`config.mk`:
```
export PLATFORM = sky130hd
export DESIGN_NAME = activation_pingpong_memory
export DESIGN_NICKNAME = d
export VERILOG_FILES = /design/src/rtl/activation_pingpong_memory.sv
export SDC_FILE = /design/constraint.sdc
export NUM_CORES = 1
export LEC_CHECK = 0
export CAP_MARGIN = 20
export CORE_MARGIN = 10
export CORE_UTILIZATION = 45
export CTS_CLUSTER_DIAMETER = 120
export DETAILED_ROUTE_END_ITERATION = 10
export DONT_BUFFER_PORTS = 1
export PLACE_DENSITY = 0.64
export SLEW_MARGIN = 5
export SYNTH_ARGS = -nofsm -noshare
export SYNTH_HDL_FRONTEND = slang
export SYNTH_SLANG_ARGS = --single-unit
export TNS_END_PERCENT = 30
```
`constraint.sdc`:
```
create_clock -name clk -period 3.1 [get_ports clk]
set_clock_uncertainty 0.15 [all_clocks]
set_input_delay 0.93 -clock clk [delete_from_list [all_inputs] [get_ports clk]]
set_output_delay 0.93 -clock clk [all_outputs]
set_load 0.05 [all_outputs]
```
`src/rtl/activation_pingpong_memory.sv`:
```
// Double-buffered multi-bank activation store with a two-stage, lane-muxed read path.
// Define ACT_MEM_ZERO_PAD_EN to add the rd_pad input for per-lane zero padding.
module activation_pingpong_memory #(
    parameter int ADDR_WIDTH = 4,
    parameter int DATA_WIDTH = 8,
    parameter int BRAM_COUNT = 5,
    localparam int SEL_W     = (BRAM_COUNT > 1) ? $clog2(BRAM_COUNT) : 1
) (
    input  logic                             clk,
    input  logic                             rst_n,
    input  logic                             wr_valid,
    output logic                             wr_ready,
    input  logic [BRAM_COUNT-1:0]            wr_en_bus,
    input  logic [ADDR_WIDTH-1:0]            wr_addr,
    input  logic [DATA_WIDTH-1:0]            wr_data,
    input  logic                             wr_last,
    input  logic                             rd_req,
    output logic                             rd_ready,
    input  logic [BRAM_COUNT*ADDR_WIDTH-1:0] rd_addr,
    input  logic [BRAM_COUNT*SEL_W-1:0]      rd_sels,
`ifdef ACT_MEM_ZERO_PAD_EN
    input  logic [BRAM_COUNT-1:0]            rd_pad,
`endif
    input  logic                             rd_done,
    output logic                             rd_valid,
    output logic [BRAM_COUNT*DATA_WIDTH-1:0] rd_data,
    output logic                             wr_half,
    output logic                             rd_half
);

    localparam int DEPTH = 2 * (2 ** ADDR_WIDTH);

    logic [1:0]                      r_full;
    logic                            r_wr_half;
    logic                            r_rd_half;
    logic                            r_s1_valid;
    logic [BRAM_COUNT*SEL_W-1:0]     r_s1_sels;
    logic                            r_rd_valid;
    logic [BRAM_COUNT*DATA_WIDTH-1:0] r_rd_data;
    logic [DATA_WIDTH-1:0]           w_s1_data [BRAM_COUNT];
    logic [BRAM_COUNT*DATA_WIDTH-1:0] w_lane_data;
    logic [SEL_W-1:0]                w_sel;
    logic                            w_wr_fire;
    logic                            w_rd_fire;
    logic                            w_release;
`ifdef ACT_MEM_ZERO_PAD_EN
    logic [BRAM_COUNT-1:0]           r_s1_pad;
`endif

    assign wr_ready  = !r_full[r_wr_half];
    assign rd_ready  = r_full[r_rd_half];
    assign w_wr_fire = wr_valid && wr_ready;
    assign w_rd_fire = rd_req && rd_ready;
    assign w_release = rd_done && rd_ready;

    // Set needs an empty write half, clear needs a full read half, so both can never hit one bit.
    always_ff @(posedge clk or negedge rst_n) begin
        if (!rst_n) begin
            r_full    <= '0;
            r_wr_half <= 1'b0;
            r_rd_half <= 1'b0;
        end else begin
            if (w_wr_fire && wr_last) begin
                r_full[r_wr_half] <= 1'b1;
                r_wr_half         <= ~r_wr_half;
            end
            if (w_release) begin
                r_full[r_rd_half] <= 1'b0;
                r_rd_half         <= ~r_rd_half;
            end
        end
    end

    for (genvar gi = 0; gi < BRAM_COUNT; gi++) begin : g_bank
        logic [DATA_WIDTH-1:0] r_mem [DEPTH];
        logic [DATA_WIDTH-1:0] r_q;
        logic [ADDR_WIDTH-1:0] w_rd_addr;

        assign w_rd_addr     = rd_addr[gi*ADDR_WIDTH +: ADDR_WIDTH];
        assign w_s1_data[gi] = r_q;

        always_ff @(posedge clk) begin
            if (w_wr_fire && wr_en_bus[gi]) begin
                r_mem[{r_wr_half, wr_addr}] <= wr_data;
            end
            if (w_rd_fire) begin
                r_q <= r_mem[{r_rd_half, w_rd_addr}];
            end
        end
    end

    always_ff @(posedge clk or negedge rst_n) begin
        if (!rst_n) begin
            r_s1_valid <= 1'b0;
            r_s1_sels  <= '0;
`ifdef ACT_MEM_ZERO_PAD_EN
            r_s1_pad   <= '0;
`endif
        end else begin
            r_s1_valid <= w_rd_fire;
            if (w_rd_fire) begin
                r_s1_sels <= rd_sels;
`ifdef ACT_MEM_ZERO_PAD_EN
                r_s1_pad  <= rd_pad;
`endif
            end
        end
    end

    always_comb begin
        w_lane_data = '0;
        w_sel       = '0;
        for (int unsigned j = 0; j < BRAM_COUNT; j++) begin
            w_sel = r_s1_sels[j*SEL_W +: SEL_W];
            if ({1'b0, w_sel} < (SEL_W + 1)'(BRAM_COUNT)
`ifdef ACT_MEM_ZERO_PAD_EN
                && !r_s1_pad[j]
`endif
            ) begin
                w_lane_data[j*DATA_WIDTH +: DATA_WIDTH] = w_s1_data[w_sel];
            end
        end
    end

    always_ff @(posedge clk or negedge rst_n) begin
        if (!rst_n) begin
            r_rd_valid <= 1'b0;
            r_rd_data  <= '0;
        end else begin
            r_rd_valid <= r_s1_valid;
            if (r_s1_valid) begin
                r_rd_data <= w_lane_data;
            end
        end
    end

    assign rd_valid = r_rd_valid;
    assign rd_data  = r_rd_data;
    assign wr_half  = r_wr_half;
    assign rd_half  = r_rd_half;

endmodule

```
==> metrics <==
status=completed; slew margin rel.=35.3%; DPL Wire Length=80.3 mm; worst slew pin tran=~0.97 ns; Crit-path slowest cell=dfrtp_1; r2r endpoint=g_bank[4].r_mem[16][3]$_DFFE_PP_; CTS tree=yes; minimum clock period=2.96 ns; critical path cell sequence=mux2i_2, buf_4; Post-Layout Cell Count=around 4300; TNS Setup=0 ns; fillers=9307; 1st-pass router iterations=7; layout cell share with drive strength beyond 1=32.7%; Pins Over Slew Limit=0; CP required=2.02 ns; IO Port Bufs=0; number of global-route vias before repair=26137; kind of critical path=reg2out; io pins=103; first-pass GRT wire length=190 mm; Min-Delay Path Class=in2reg; Maximum Capacitance Violations=0; later-pin clock latency in the skew report=around 0.73 ns; Post-Syn Nets=roughly 2400; r2r setup slk=0.30 ns; Setup WS post-layout=about 0.14 ns; sequential share of the synthesized area=about three quarters; CTS Buffer Depth=3; Pwr Density=720 mW/mm2; initial antenna violation count=6; Fin. Hold Viols=0; WHS Path Cells=0; FF+latch count, synth=1381; hold wc startpoint=wr_data[3]; worst-path fanout max=10; fin nets=2619; synth warn=0; Critical Path Max Stage Delay=0.60 ns; synthesized cell area=0.0540 mm2; Die W=366 um; Clock transition at path regs=0.06 ns; Starting Density=45.2%; post-CTS setup buffer count=0; Leak=19.2 nW; post-cts sizing count=0; f_max=338 MHz; die area=0.134 mm2; Setup crit start kind=flip-flop; grt total ovfl=0; Vias/cell=roughly 6.0; maximum vdd drop=0.765 mV; Final Total Pwr=44.0 mW; Routed wire per std cell=just over 30 um; Reg-to-Reg Start=wr_half$_DFFE_PN0N_; residual DRC count=0; cell total after placement=between 4000 and 5000; RSZ-0062 raised after global routing=no; FP Rows=around 130; pre-CTS setup slack=0.114 ns; clk sinks=1381; GPL Wtd Cong=0.840; r2r worst-path depth=4; vias post-DR=25641; final wirelength=between 100 and 150 mm; most frequent cells in the layout=1320 x edfxtp_1, 440 x mux4_2, 204 x nor2_1; commonest non-fill, non-tap cell in the layout=edfxtp_1; Root Buffer=clkbuf_16; largest net degree at the start of global routing=161; Yosys cell types=26; syn_area_per_cell=22.8 um2; Crit. End Element=output pin; Worst EP arrival=1.88 ns; crit share post-route=95.4%; htree depth=4; Area Overhead vs Synth=13.2%; DR iter-0 viols=3322; Final setup viols=0; Routed Antenna Nets=0; TritonCTS Buffers=140; core area=0.119 mm2; synthesized instance count=about 2400; Hold Path Sink=g_bank[2].r_mem[28][3]$_DFFE_PP_; die height=366 um; gr usage total=19.2%
==> critical path: cells and delay by family, from the launching register on <==
kind	cells	cell delay [ns]
mux	1	0.29
flops	1	0.60
buf+inv	1	0.25
==> worst max path at each step <==
stage / startpoint / endpoint / slack (ns)
after floorplan: rd_half$_DFFE_PN0P_ / g_bank[0].r_q[0]$_DFFE_PP_ / 0.07
after global placement: wr_addr[2] / g_bank[4].r_mem[16][2]$_DFFE_PP_ / 0.09
after detailed placement: wr_addr[2] / g_bank[4].r_mem[16][5]$_DFFE_PP_ / 0.11
after CTS: wr_half$_DFFE_PN0N_ / wr_ready / 0.11
after global routing: wr_half$_DFFE_PN0N_ / wr_ready / 0.06
final: wr_half$_DFFE_PN0N_ / wr_ready / 0.14
==> registers in the layout, summed over array words and instances (netlist names) <==
name	flops
r_s1_valid	1
r_s1_sels	15
rd_valid	1
r_full	2
rd_half	1
rd_data	40
wr_half	1
g_bank.r_mem	1280
g_bank.r_q	40
==> synthesized netlist by cell type <==
cell type  number  share of area, %
mux2_2         56               1.2
nand3_1         5             0.046
buf_1          34              0.24
inv_1           6             0.042
buf_6           5              0.10
dfrtp_1        61               2.8
o22a_1          1             0.016
a31oi_1         1             0.012
nor3_1          1            0.0093
mux4_2        440                18
o21ai_0         1            0.0093
nor2b_1         2             0.023
edfxtp_1     1320                73
a22oi_1        40              0.56
and3b_1         3             0.049
nand2_1        35              0.24
o31ai_1         1             0.014
and3_1          2             0.023
nor3b_1         8              0.11
mux2i_1         1             0.019
buf_2           6             0.056
clkbuf_1       59              0.41
a21oi_1        41              0.38
nor2_1        204               1.4
and2_0          1             0.012
buf_4          30              0.42
==> report_power, final <==
group          total (mW)  switching, mW  internal [mW]
combinational        4.52           2.39           2.13
clock                16.0           6.85           9.13
sequential           23.5           2.24           21.2
==> cells by family (layout without fill, tap and decap cells) <==
logic type      Yosys count  count (layout)  share of synthesized area [%]
mux                     497             497                           19.5
simple gates            261             261                           1.94
flops                  1381            1381                           76.3
buf+inv                 140             439                           1.27
other cells               0               1                              0
compound gates           85              85                          0.988
==> through the flow <==
stage               util, %  hold slack (ns)  area, um2
floorplan                 -            0.202      54000
global placement       47.5            0.393      56800
detailed placement     47.5            0.437      56800
CTS                    51.1            0.126      61100
global route           51.1            0.123      61100
finish                 51.1            0.160      61100
==> cell type report <==
cell class                      instances  area, um2  share of cell area (%)
Clock buffer                          175       3710                    6.07
Tap cell                             1612       2020                    3.30
Antenna cell                            1       2.50                 0.00410
Clock inverter                         69        571                   0.934
Timing Repair Buffer                  189       1470                    2.40
Sequential cell                      1381      41200                    67.4
Inverter                                6       22.5                  0.0369
Multi-Input combinational cell        843      12100                    19.9
==> metal layers <==
layer / global-route usage, % / part of all wire [%]
met2: 30.7 / 49
met3: 4.46 / 9.3
met4: 5.64 / 2.8
met1: 26.5 / 39
met5: 0 / 0.010
==> timing repair <==
action	CTS	global route
endpoints found under the setup margin	0	0
endpoints found under the hold margin	61	0
hold buffers	2	0
(Power assumes the default switching activity.)
